## config.mk

```make
export PLATFORM = sky130hd
export DESIGN_NAME = b2_demux_1_4_stream_flat
export DESIGN_NICKNAME = d
export VERILOG_FILES = /design/src/rtl/b2_demux_1_4_stream_if.sv /design/src/rtl/b2_demux_1_4_stream.sv /design/src/flat_wrapper.sv
export SDC_FILE = /design/constraint.sdc
export NUM_CORES = 1
export LEC_CHECK = 0
export BUFFER_PORTS_ARGS = -buffer_cell sky130_fd_sc_hd__buf_4
export CORE_MARGIN = 2
export CORE_UTILIZATION = 40
export DETAILED_ROUTE_END_ITERATION = 7
export MAX_ROUTING_LAYER = met4
export PLACE_DENSITY = 0.67
export SYNTH_ARGS = -nofsm -noshare
export SYNTH_HDL_FRONTEND = slang
export SYNTH_SLANG_ARGS = --single-unit
```

## constraint.sdc

```tcl
create_clock -name clk -period 1.6 [get_ports clk]
set_input_delay 0.32 -clock clk [delete_from_list [all_inputs] [get_ports clk]]
set_output_delay 0.32 -clock clk [all_outputs]
set_load 0.01 [all_outputs]
```

## src/rtl/b2_demux_1_4_stream_if.sv

```systemverilog
// Stream bundle for the 1:4 demux: one producer-side input, four consumer channels.
// Debug select (cur_sel) travels with the bundle so LEDs can tap it.
interface b2_demux_1_4_stream_if #(
  parameter int WIDTH = 2
);
  logic [WIDTH-1:0]   in_data;
  logic               in_valid;
  logic               in_ready;
  logic [1:0]         sel;
  logic               auto;
  logic [4*WIDTH-1:0] out_data;
  logic [3:0]         out_valid;
  logic [3:0]         out_ready;
  logic [1:0]         cur_sel;

  modport master (
    output in_data, in_valid, sel, auto, out_ready,
    input  in_ready, out_data, out_valid, cur_sel
  );

  modport slave (
    input  in_data, in_valid, sel, auto, out_ready,
    output in_ready, out_data, out_valid, cur_sel
  );
endinterface

```

## src/rtl/b2_demux_1_4_stream.sv

```systemverilog
// Registered 1:4 stream demux; destination is external sel or an internal
// round-robin pointer that only advances on accepted words.

// One output holding register: load wins over drain so a same-cycle
// drain+load keeps valid high with the new word.
module b2_demux_lane #(
  parameter int WIDTH = 2
) (
  input  logic             clk,
  input  logic             rst,
  input  logic             load,
  input  logic             drain,
  input  logic [WIDTH-1:0] din,
  output logic [WIDTH-1:0] dout,
  output logic             vld
);
  always_ff @(posedge clk or posedge rst) begin
    if (rst) begin
      dout <= '0;
      vld  <= 1'b0;
    end else if (load) begin
      dout <= din;
      vld  <= 1'b1;
    end else if (drain) begin
      vld  <= 1'b0;
    end
  end
endmodule

module b2_demux_1_4_stream #(
  parameter int WIDTH = 2
) (
  input  logic                  clk,
  input  logic                  rst,
  b2_demux_1_4_stream_if.slave  bus
);
  localparam int NUM_LANES = 4;

  logic [1:0]                       scan_ptr;
  logic [1:0]                       dst;
  logic                             accept;
  logic [NUM_LANES-1:0]             load;
  logic [NUM_LANES-1:0]             drain;
  logic [NUM_LANES-1:0]             vld;
  logic [NUM_LANES-1:0][WIDTH-1:0]  slot;
  logic [WIDTH-1:0]                 din;

  assign din          = bus.in_data;
  assign dst          = bus.auto ? scan_ptr : bus.sel;
  assign bus.cur_sel  = dst;
  // A slot being drained this cycle is free for a new word on the same edge.
  assign bus.in_ready = !vld[dst] || bus.out_ready[dst];
  assign accept       = bus.in_valid && bus.in_ready;
  assign drain        = vld & bus.out_ready;

  always_comb begin
    load = '0;
    if (accept) load[dst] = 1'b1;
  end

  b2_demux_lane #(.WIDTH(WIDTH)) u_lane [NUM_LANES-1:0] (
    .clk   (clk),
    .rst   (rst),
    .load  (load),
    .drain (drain),
    .din   (din),
    .dout  (slot),
    .vld   (vld)
  );

  assign bus.out_data  = slot;
  assign bus.out_valid = vld;

  // Pointer is frozen outside auto mode so re-entry resumes where it left off.
  always_ff @(posedge clk or posedge rst) begin
    if (rst)                  scan_ptr <= 2'd0;
    else if (bus.auto && accept) scan_ptr <= scan_ptr + 2'd1;
  end
endmodule

```

## src/flat_wrapper.sv

```systemverilog
// flat-port wrapper written by rule: the top's interface ports become plain ports
module b2_demux_1_4_stream_flat 
#(
  parameter int WIDTH = 2
)
  (clk, rst, bus_in_data, bus_in_valid, bus_sel, bus_auto, bus_out_ready, bus_in_ready, bus_out_data, bus_out_valid, bus_cur_sel);
  b2_demux_1_4_stream_if #(.WIDTH(WIDTH)) bus_i ();
  input  logic clk;
  input  logic rst;
  input wire logic [$bits(bus_i.in_data)-1:0] bus_in_data;
  input wire logic [$bits(bus_i.in_valid)-1:0] bus_in_valid;
  input wire logic [$bits(bus_i.sel)-1:0] bus_sel;
  input wire logic [$bits(bus_i.auto)-1:0] bus_auto;
  input wire logic [$bits(bus_i.out_ready)-1:0] bus_out_ready;
  output wire logic [$bits(bus_i.in_ready)-1:0] bus_in_ready;
  output wire logic [$bits(bus_i.out_data)-1:0] bus_out_data;
  output wire logic [$bits(bus_i.out_valid)-1:0] bus_out_valid;
  output wire logic [$bits(bus_i.cur_sel)-1:0] bus_cur_sel;
  assign bus_i.in_data = bus_in_data;
  assign bus_i.in_valid = bus_in_valid;
  assign bus_i.sel = bus_sel;
  assign bus_i.auto = bus_auto;
  assign bus_i.out_ready = bus_out_ready;
  assign bus_in_ready = bus_i.in_ready;
  assign bus_out_data = bus_i.out_data;
  assign bus_out_valid = bus_i.out_valid;
  assign bus_cur_sel = bus_i.cur_sel;
  b2_demux_1_4_stream #(.WIDTH(WIDTH)) u_core (.clk(clk), .rst(rst), .bus(bus_i));
endmodule
```

==> results of run 1 <==
-- critical path: cells and delay by family (launching register included) --
| kind | cells | cell delay [ps] |
|---|---|---|
| buffers and inverters | 3 | 360 |
| AOI/OAI and AO/OA | 1 | 130 |
| DFF | 1 | 410 |
| muxes | 2 | 360 |
-- state kept, by name (all words and copies together), names as in the netlist --
| signal | count |
|---|---|
| u_core.scan_ptr | 2 |
| u_core.u_lane.vld | 4 |
| u_core.u_lane.dout | 8 |
-- per-layer routing --
layer / up-vias / share of wire [%]
li1: 276 / -
met1: 258 / 46
met2: 19 / 46
met3: 2 / 7.1
met4: 0 / 0.75
met5: - / 0
-- through the flow --
stage / util, % / setup TNS [ps] / cell area (um2) / setup WS [ps] / power [mW]
after global placement: 58.0 / -27.8 / 895 / -27.8 / 1.23
after detailed placement: 58.0 / -43.5 / 895 / -43.5 / 1.24
after CTS: 61.4 / -349 / 946 / -261 / 1.52
after floorplan: - / 0 / 669 / 14.6 / 0.921
final: 62.6 / -333 / 965 / -256 / 1.53
after global routing: 62.6 / -458 / 965 / -321 / 1.64
-- power by group --
group,switching (mW),internal (mW),total [mW]
Clock,0.110,0.138,0.248
Sequential,0.0835,0.501,0.584
Combinational,0.285,0.416,0.701
-- cells in the final DEF (no fill, tap or decap) --
master	count
nand2b_1	4
inv_2	1
clkbuf_4	3
nor2_1	1
nand4_1	4
buf_4	36
dfrtp_1	14
a21oi_1	1
mux2_4	1
o21ai_0	5
nor2b_1	1
clkbuf_8	1
inv_1	2
mux2_2	8
nor3_1	1
mux2i_1	1
mux2i_2	2
o21ai_1	2
nand2_1	5
nand3_1	2
-- layout make-up --
type	count	area, um2
fill	124	577
sequential	14	350
multi-input combinational	38	277
timing repair buffer	36	270
clock buffer	4	36.3
tap	16	20.0
inverter	3	11.3
-- cell families (layout without fill, tap and decap cells) --
logic type | after synthesis | count (layout)
AOI/OAI and AO/OA | 8 | 8
buffers and inverters | 8 | 43
DFF | 14 | 14
muxes | 12 | 12
and+or+nand+nor | 18 | 18
-- what timing repair did --
item	4_1_cts	5_1_grt
resized for setup	1	1
setup endpoints to repair	1	4
buffers inserted	2	2
pin swaps	1	1
-- worst max path at each step --
stage	startpoint	end	slack, ps
after floorplan	u_core.scan_ptr[1]$_DFFE_PP0P_	bus_in_ready	10
after global placement	bus_auto	bus_in_ready	-30
after detailed placement	bus_auto	bus_in_ready	-40
after CTS	u_core.scan_ptr[1]$_DFFE_PP0P_	bus_in_ready	-260
after global routing	u_core.scan_ptr[1]$_DFFE_PP0P_	bus_in_ready	-320
final	u_core.scan_ptr[1]$_DFFE_PP0P_	bus_in_ready	-260
==> flow_metrics.env, run 1 <==
export IMPL_cts_tree="yes"
export IMPL_synth_edff_count=0
export IMPL_htreeDepth=1
export IMPL_syn_area_per_cell_um2=11.1
export IMPL_timing_rr_end="u_core.u_lane[2].dout[1]$_DFFE_PP0P_"
export IMPL_synth_xor_area_share_pct=0
export IMPL_p_per_area_mw_per_mm2=1590
export IMPL_startpoint_type="flop"
export IMPL_setup_ws_ps=-256
export IMPL_antenna_left=0
export IMPL_diodes=0
export IMPL_final_cells=111
export IMPL_finalMaxSlewViolations=0
export IMPL_cap_violations=0
export IMPL_cp_slowest_cell="dfrtp_1"
export IMPL_skew_ps=0.845
export IMPL_grt_first_pass_wirelength_um=2210
export IMPL_syn_inst=60
export IMPL_place_gp_congestion=0.805
export IMPL_cts_clk_slew_worst_paths_ps=80
export IMPL_cp_cell_sequence="mux2i_2 > inv_2 > buf_4 > mux2i_2 > o21ai_1 > buf_4"
export IMPL_timing_final_crit_share_pct=116
export IMPL_cts_root_buffer="clkbuf_4"
export IMPL_layout_drive_gt1_share_pct=54.7
export IMPL_rsz0062_at_grt="yes"
export IMPL_die_h_um=44.8
export IMPL_die_w_um=44.8
export IMPL_path_max_fanout=3
export IMPL_num_nets_final=108
export IMPL_grt_busiest_layer="met2"
export IMPL_initial_utilization_pct=43.2
export IMPL_die_area_mm2=0.00201
export IMPL_routed_wl_um=1330
export IMPL_clock_latency_ps=270
export IMPL_vias=555
export IMPL_crit_path_end_kind="output pin"
export IMPL_reg2reg_from="u_core.scan_ptr[1]$_DFFE_PP0P_"
export IMPL_critPathMaxStageDelay_ps=410
export IMPL_yosysTopAreaCell="dfrtp_1"
export IMPL_yosysUniqueCellTypes=18
export IMPL_tightest_slew_ps=516
export IMPL_async_reset_ff_share_pct=100
export IMPL_placementRows=14
export IMPL_grt_util_all_layers_pct=15.9
export IMPL_antenna_found_initial=0
export IMPL_grt_overflow=0
export IMPL_synth_area_um2=666
export IMPL_violations="negative setup slack"
export IMPL_synth_most_common_cell="dfrtp_1"
export IMPL_path_class="reg -> out"
export IMPL_first_pass_iters=4
export IMPL_synth_compound_area_share_pct=6.02
export IMPL_met3_usage_pct=3.60
export IMPL_vias_per_cell=5.00
export IMPL_ys_ff_latch=14
export IMPL_yosys_warnings=0
export IMPL_core_area_mm2=0.00154
export IMPL_io_pins=27
export IMPL_dp_cells=103
export IMPL_vdd_drop_max_v=0.00104
export IMPL_ys_flop_type="dfrtp_1"
export IMPL_yosys_area_share_simple_pct=14.1
export IMPL_synthTopCellsByArea="dfrtp_1 (53%), mux2_2 (14%), mux2i_1 (4.5%)"
export IMPL_r2r_setup_slack_ps=50
export IMPL_grt_start_max_net_pins=15
export IMPL_synthTopCellsByCount="dfrtp_1 (14), mux2_2 (8), o21ai_0 (6), nand2_1 (5)"
export IMPL_slew_headroom_pct=65.6
export IMPL_use_met2_pct=23.2
export IMPL_wl_per_cell_um=12.0
export IMPL_met1_usage_pct=21.2
export IMPL_io_buffers=26
export IMPL_timing_fmax_mhz=539
export IMPL_grt_pass1_vias=529
export IMPL_area_growth_pct=44.9
export IMPL_min_period_ps=1860
export IMPL_dpl_hpwl_um=1030
export IMPL_hold_viol_final=0
export IMPL_ff2ff_path_depth=6
export IMPL_dr_first_iter_drc_count=10
export IMPL_cts_sinks=14
export IMPL_hp_class="in -> async"
export IMPL_fin_hold_ws_ps=79.7
export IMPL_synth_seq_area_share_pct=52.6
export IMPL_synth_top_cell_area_share_pct=52.6
export IMPL_p_leak_nw=0.490
export IMPL_setup_viol=2
export IMPL_cts_hold_buffers=0
export IMPL_syn_num_nets=72
export IMPL_route_detailed_drc=0
export IMPL_synth_top_family_by_area="multiplexers"
export IMPL_status="finished with violations"
export IMPL_synthMuxAreaShare_pct=20.3
export IMPL_crit_required_ps=1280
export IMPL_synthAdderAreaFrac_pct=0
export IMPL_cts_buffers=3
export IMPL_cp_arrival_ps=1540
export IMPL_clk_path_buf_depth=2
(Power assumes the default switching activity.)
==> inputs of run 2 (changes only) <==
--- a/config.mk
+++ b/config.mk
@@ -11,6 +11,7 @@
 export DETAILED_ROUTE_END_ITERATION = 7
 export MAX_ROUTING_LAYER = met4
 export PLACE_DENSITY = 0.67
+export REMOVE_ABC_BUFFERS = 1
 export SYNTH_ARGS = -nofsm -noshare
 export SYNTH_HDL_FRONTEND = slang
 export SYNTH_SLANG_ARGS = --single-unit
==> run 2 against run 1 <==
Against the previous run: the run still ends with negative setup slack left; cell count shrank 0.90%; die area is the same; clock power grew 2%; clock skew grew 3.2 ps.
==> flow_metrics.env, run 2 (same netlist as run 1, synthesis figures left out) <==
export IMPL_cts_root_buffer="clkbuf_4"
export IMPL_largest_register="u_core.u_lane.dout"
export IMPL_fill_cells=139
export IMPL_status="finished with violations"
export IMPL_setup_tns_ps=-235
export IMPL_die_w_um=44.8
export IMPL_wl_per_cell_um=14.0
export IMPL_antenna_found_initial=0
export IMPL_vias=592
export IMPL_crit_path_end_kind="output pin"
export IMPL_path_max_fanout=3
export IMPL_timing_rr_end="u_core.u_lane[3].dout[1]$_DFFE_PP0P_"
export IMPL_p_per_area_mw_per_mm2=1620
export IMPL_startpoint_type="flop"
export IMPL_r2r_setup_slack_ps=120
export IMPL_skew_ps=4.00
export IMPL_num_nets_final=107
export IMPL_grt_overflow=0
export IMPL_ff2ff_path_depth=5
export IMPL_slew_headroom_pct=64.7
export IMPL_htreeDepth=1
export IMPL_cts_hold_buffers=0
export IMPL_area_growth_pct=44.4
export IMPL_cp_cell_sequence="mux2i_2 > inv_2 > buf_4 > mux2i_2 > o21ai_1 > buf_4"
export IMPL_antenna_left=0
export IMPL_setup_ws_ps=-235
export IMPL_total_power_mw=1.55
export IMPL_cts_sinks=14
export IMPL_place_area_um2=883
export IMPL_vias_per_cell=5.38
export IMPL_hp_class="in -> async"
export IMPL_io_pins=27
export IMPL_setup_viol=1
export IMPL_place_gp_congestion=0.894
export IMPL_core_area_mm2=0.00154
export IMPL_cap_violations=0
export IMPL_reg2reg_from="u_core.scan_ptr[1]$_DFFE_PP0P_"
export IMPL_path_class="reg -> out"
export IMPL_largest_register_ff_count=8
export IMPL_top_regs="u_core.u_lane.dout x8, u_core.u_lane.vld x4, u_core.scan_ptr x2"
export IMPL_finalMaxSlewViolations=0
export IMPL_grt_util_all_layers_pct=18.0
export IMPL_first_pass_iters=4
export IMPL_clk_path_buf_depth=2
export IMPL_mostFrequentLayoutCell="buf_4"
export IMPL_die_area_mm2=0.00201
export IMPL_route_detailed_drc=0
export IMPL_timing_final_crit_share_pct=115
export IMPL_grt_start_max_net_pins=15
export IMPL_grt_pass1_vias=594
export IMPL_layout_common_cells="buf_4 (35), dfrtp_1 (14), mux2_2 (7)"
export IMPL_dr_first_iter_drc_count=13
export IMPL_critPathMaxStageDelay_ps=410
export IMPL_dpl_hpwl_um=1120
export IMPL_rsz0062_at_grt="yes"
export IMPL_grt_first_pass_wirelength_um=2510
export IMPL_cts_clk_slew_worst_paths_ps=90
export IMPL_clock_latency_ps=280
export IMPL_cts_buffers=3
export IMPL_hold_viol_final=0
export IMPL_diodes=0
export IMPL_fin_area_um2=961
export IMPL_p_leak_nw=0.490
export IMPL_cp_slowest_cell="dfrtp_1"
export IMPL_die_h_um=44.8
export IMPL_cts_tree="yes"
export IMPL_io_buffers=26
export IMPL_layout_drive_gt1_share_pct=54.3
export IMPL_cp_arrival_ps=1510
export IMPL_violations="negative setup slack"
export IMPL_timing_fmax_mhz=545
export IMPL_vdd_drop_max_v=0.000997
export IMPL_tightest_slew_ps=529
export IMPL_initial_utilization_pct=43.2
export IMPL_placementRows=14
export IMPL_min_period_ps=1830
export IMPL_routed_wl_um=1540
export IMPL_crit_required_ps=1280
[run 2: changes by cell type in the layout (fill, tap and decap cells not counted), sizes merged]
cell and change:
buf -1
[run 2: area by class of cell]
| cell class | instances | area, um2 | area share [%] |
|---|---|---|---|
| timing repair buffer | 35 | 263 | 27.3 |
| inverter | 3 | 11.3 | 1.17 |
| sequential | 14 | 350 | 36.5 |
| multi-input combinational | 38 | 280 | 29.2 |
| tap | 16 | 20.0 | 2.08 |
| clock buffer | 4 | 36.3 | 3.78 |
[run 2: worst max-delay path: cells and delay by family (launching register included)]
family,cells,cell delay [ps]
buffers and inverters,3,360
AOI/OAI and AO/OA,1,130
DFF,1,410
muxes,2,350
[run 2: power by group]
part,switching [mW],internal [mW]
Sequential,0.0855,0.501
Combinational,0.295,0.419
Clock,0.115,0.138
[run 2: per-stage QoR]
stage	instances	util, %	hold slack, ps	worst slack (ps)
floorplan	55	-	209	-47.5
global placement	102	57.3	390	-12.0
detailed placement	102	57.3	401	-36.1
CTS	113	63.1	99.6	-232
global route	110	62.3	106	-312
finish	110	62.3	74.0	-235
[run 2: how the worst max path moves through the flow]
stage	start	endpoint	slack, ps	depth (start not counted)
global route	u_core.scan_ptr[1]$_DFFE_PP0P_	bus_in_ready	-310	6
floorplan	u_core.scan_ptr[1]$_DFFE_PP0P_	bus_in_ready	-50	5
global placement	bus_auto	bus_in_ready	-10	7
CTS	u_core.scan_ptr[1]$_DFFE_PP0P_	bus_in_ready	-230	6
finish	u_core.scan_ptr[1]$_DFFE_PP0P_	bus_in_ready	-230	6
detailed placement	bus_auto	bus_in_ready	-40	7
[run 2: timing repair]
action,in CTS,in global routing
pin swaps,3,0
endpoints found under the setup margin,1,8
hold endpoints to repair,0,0
resized for setup,2,3
buffers inserted,7,2
[run 2: layer usage]
metal  track usage, %  share of wire, %  vias up
met3             3.60               8.0        4
met1             22.9                43      290
met4             5.29               1.4        0
li1                 -                 -      272
met5                -                 0        -
met2             29.3                47       26
==> inputs of run 3 (changes only) <==
--- a/config.mk
+++ b/config.mk
@@ -14,4 +14,5 @@
 export REMOVE_ABC_BUFFERS = 1
 export SYNTH_ARGS = -nofsm -noshare
 export SYNTH_HDL_FRONTEND = slang
+export SYNTH_HIERARCHICAL = 1
 export SYNTH_SLANG_ARGS = --single-unit
==> run 3 against run 2 <==
Against the previous run: the flow still finishes with violations (negative setup slack); clock skew fell by 1.5 ps; cell count rose by 16%; setup slack got worse by 37 ps; global-route usage rose by 0.66 points; area after synthesis rose by 4.1%; maximum frequency fell by 2.0%; combinational power rose by 48%; routed wire length rose by 6.4%; first-iteration DRC count fell by 92%; critical endpoint unchanged.
==> flow_metrics.env, run 3 <==
export IMPL_wl_per_cell_um=12.8
export IMPL_grt_util_all_layers_pct=18.7
export IMPL_dp_cells=120
export IMPL_ys_flop_type="dfrtp_1"
export IMPL_cp_arrival_ps=1550
export IMPL_die_w_um=45.6
export IMPL_synth_seq_area_share_pct=50.5
export IMPL_hold_viol_final=0
export IMPL_use_met2_pct=27.6
export IMPL_crit_path_end_kind="output pin"
export IMPL_yosys_warnings=6
export IMPL_top_regs="u_core/u_lane/dout x8, u_core/u_lane/vld x4, u_core/scan_ptr x2"
export IMPL_htreeDepth=1
export IMPL_grt_start_max_net_pins=8
export IMPL_synth_most_common_cell="dfrtp_1"
export IMPL_crit_required_ps=1280
export IMPL_min_period_ps=1870
export IMPL_hold_path_startpoint="bus_in_data[0]"
export IMPL_synth_area_um2=693
export IMPL_first_pass_iters=3
export IMPL_clk_path_buf_depth=2
export IMPL_synthTopCellsByCount="dfrtp_1 (14), inv_1 (11), mux2_2 (9), nor3_1 (5)"
export IMPL_skew_ps=2.50
export IMPL_fin_util_pct=67.3
export IMPL_place_area_um2=985
export IMPL_routed_wl_um=1640
export IMPL_grt_pass1_vias=603
export IMPL_grt_busiest_layer="met2"
export IMPL_diodes=0
export IMPL_core_area_mm2=0.00167
export IMPL_startpoint_type="flop"
export IMPL_vias_per_cell=4.91
export IMPL_synth_edff_count=0
export IMPL_cts_clk_slew_worst_paths_ps=80
export IMPL_mostFrequentLayoutCell="buf_4"
export IMPL_dr_first_iter_drc_count=1
export IMPL_r2r_setup_slack_ps=-70
export IMPL_clock_latency_ps=270
export IMPL_async_reset_ff_share_pct=100
export IMPL_layout_common_cells="buf_4 (37), dfrtp_1 (14), inv_1 (11)"
export IMPL_io_pins=27
export IMPL_grt_overflow=0
export IMPL_placementRows=15
export IMPL_die_h_um=45.6
export IMPL_p_per_area_mw_per_mm2=1680
export IMPL_tightest_slew_ps=344
export IMPL_synth_top_cell_area_share_pct=50.5
export IMPL_syn_area_per_cell_um2=10.3
export IMPL_largest_register="u_core/u_lane/dout"
export IMPL_ys_ff_latch=14
export IMPL_met3_usage_pct=3.57
export IMPL_vias=629
export IMPL_antenna_found_initial=0
export IMPL_violations="negative setup slack"
export IMPL_setup_ws_ps=-272
export IMPL_reg2reg_from="u_core/scan_ptr[1]$_DFFE_PP0P_"
export IMPL_layout_drive_gt1_share_pct=58.6
export IMPL_route_detailed_drc=0
export IMPL_cts_tree="yes"
export IMPL_timing_fmax_mhz=534
export IMPL_fin_area_mm2=0.00112
export IMPL_cts_buffers=3
export IMPL_final_cells=128
export IMPL_path_class="reg -> out"
export IMPL_cap_violations=0
export IMPL_syn_inst=67
export IMPL_io_buffers=26
export IMPL_finalMaxSlewViolations=0
export IMPL_fin_hold_ws_ps=315
export IMPL_place_gp_congestion=0.853
export IMPL_die_area_mm2=0.00208
export IMPL_path_max_fanout=2
export IMPL_vdd_drop_max_v=0.000890
export IMPL_slew_headroom_pct=77.0
export IMPL_cts_sinks=14
export IMPL_antenna_left=0
export IMPL_met1_usage_pct=23.9
export IMPL_yosysUniqueCellTypes=15
export IMPL_cts_root_buffer="clkbuf_4"
export IMPL_crit_start="u_core/scan_ptr[1]$_DFFE_PP0P_"
export IMPL_timing_rr_end="u_core/u_lane[1]/dout[1]$_DFFE_PP0P_"
export IMPL_area_growth_pct=62.1
export IMPL_grt_first_pass_wirelength_um=2590
export IMPL_ff2ff_path_depth=7
export IMPL_p_leak_nw=0.577
export IMPL_fill_cells=136
export IMPL_num_nets_final=125
export IMPL_synthTopCellsByArea="dfrtp_1 (51%), mux2_2 (15%), inv_1 (6.0%)"
export IMPL_status="finished with violations"
export IMPL_total_power_mw=1.89
export IMPL_crit_end="bus_in_ready"
export IMPL_yosysTopAreaCell="dfrtp_1"
export IMPL_setup_viol=6
export IMPL_hp_class="in -> reg"
export IMPL_initial_utilization_pct=41.5
export IMPL_rsz0062_at_grt="yes"
export IMPL_timing_final_crit_share_pct=117
export IMPL_dpl_hpwl_um=1180
export IMPL_largest_register_ff_count=8
==> run 3: cell types whose count changed after synthesis, sizes merged, moves of 4 or more <==
cell    before  now
inv          3   12
buf          5    0
a21o         0    4
and2         0    4
nand2b       4    0
nand4        4    0
nor3         1    5
o21ai        7    3
==> run 3: worst min-delay path by stage <==
stage                                                       to  slack (ps)  depth (start not counted)
after floorplan                 u_core/scan_ptr[0]$_DFFE_PP0P_          60                          1
final                     u_core/u_lane[2]/dout[0]$_DFFE_PP0P_         310                          2
after detailed placement        u_core/scan_ptr[0]$_DFFE_PP0P_         220                          2
after global placement          u_core/scan_ptr[0]$_DFFE_PP0P_         220                          2
after global routing      u_core/u_lane[3]/dout[0]$_DFFE_PP0P_         310                          2
after CTS                 u_core/u_lane[2]/dout[0]$_DFFE_PP0P_         300                          2
==> run 3: cell families (layout without fill, tap and decap cells) <==
| logic type | Yosys count | in the layout | synth area share [%] |
|---|---|---|---|
| buffers and inverters | 12 | 56 | 6.50 |
| AND/OR/NAND/NOR | 19 | 19 | 14.4 |
| flip-flops | 14 | 14 | 50.5 |
| AO/OA/AOI/OAI | 10 | 10 | 9.57 |
| multiplexers | 12 | 12 | 19.0 |
==> run 3: critical path: stages, from the launching register on <==
cell and delay (ps):
dfrtp_1 390, mux2i_1 200, buf_4 170, inv_4 40
mux2i_2 190, nand2_1 80, o21ai_1 80, buf_4 140
==> run 3: what timing repair did <==
action / in CTS / in global routing
pin swaps: 1 / 4
hold buffers: 1 / 0
hold endpoints to repair: 14 / 0
resized for setup: 6 / 13
buffers inserted: 5 / 3
setup endpoints to repair: 2 / 11
==> run 3: final cells by class <==
| cell class | instances | area (um2) | share of cell area [%] |
|---|---|---|---|
| clock buffers | 3 | 22.5 | 2.00 |
| inverters | 12 | 47.5 | 4.23 |
| multi-input cells | 41 | 360 | 32.1 |
| flip-flops and latches | 14 | 350 | 31.2 |
| well taps | 17 | 21.3 | 1.89 |
| repair buffers | 41 | 322 | 28.6 |
==> run 3: per-layer routing <==
layer	up-vias	wire (um)
met5	-	0
met4	0	10
met3	2	64
met2	12	859
met1	300	703
li1	315	-
==> run 3: per-stage QoR <==
| step | worst slack, ps | setup TNS (ps) |
|---|---|---|
| after floorplan | -13.9 | -13.9 |
| after global placement | -40.0 | -47.5 |
| after detailed placement | -51.8 | -112 |
| after CTS | -233 | -305 |
| after global routing | -364 | -1330 |
| final | -272 | -621 |
==> run 3: report_power, final <==
group	switching [mW]	internal, mW
combinational	0.427	0.629
sequential	0.114	0.533
clock	0.101	0.0871
total	0.642	1.25
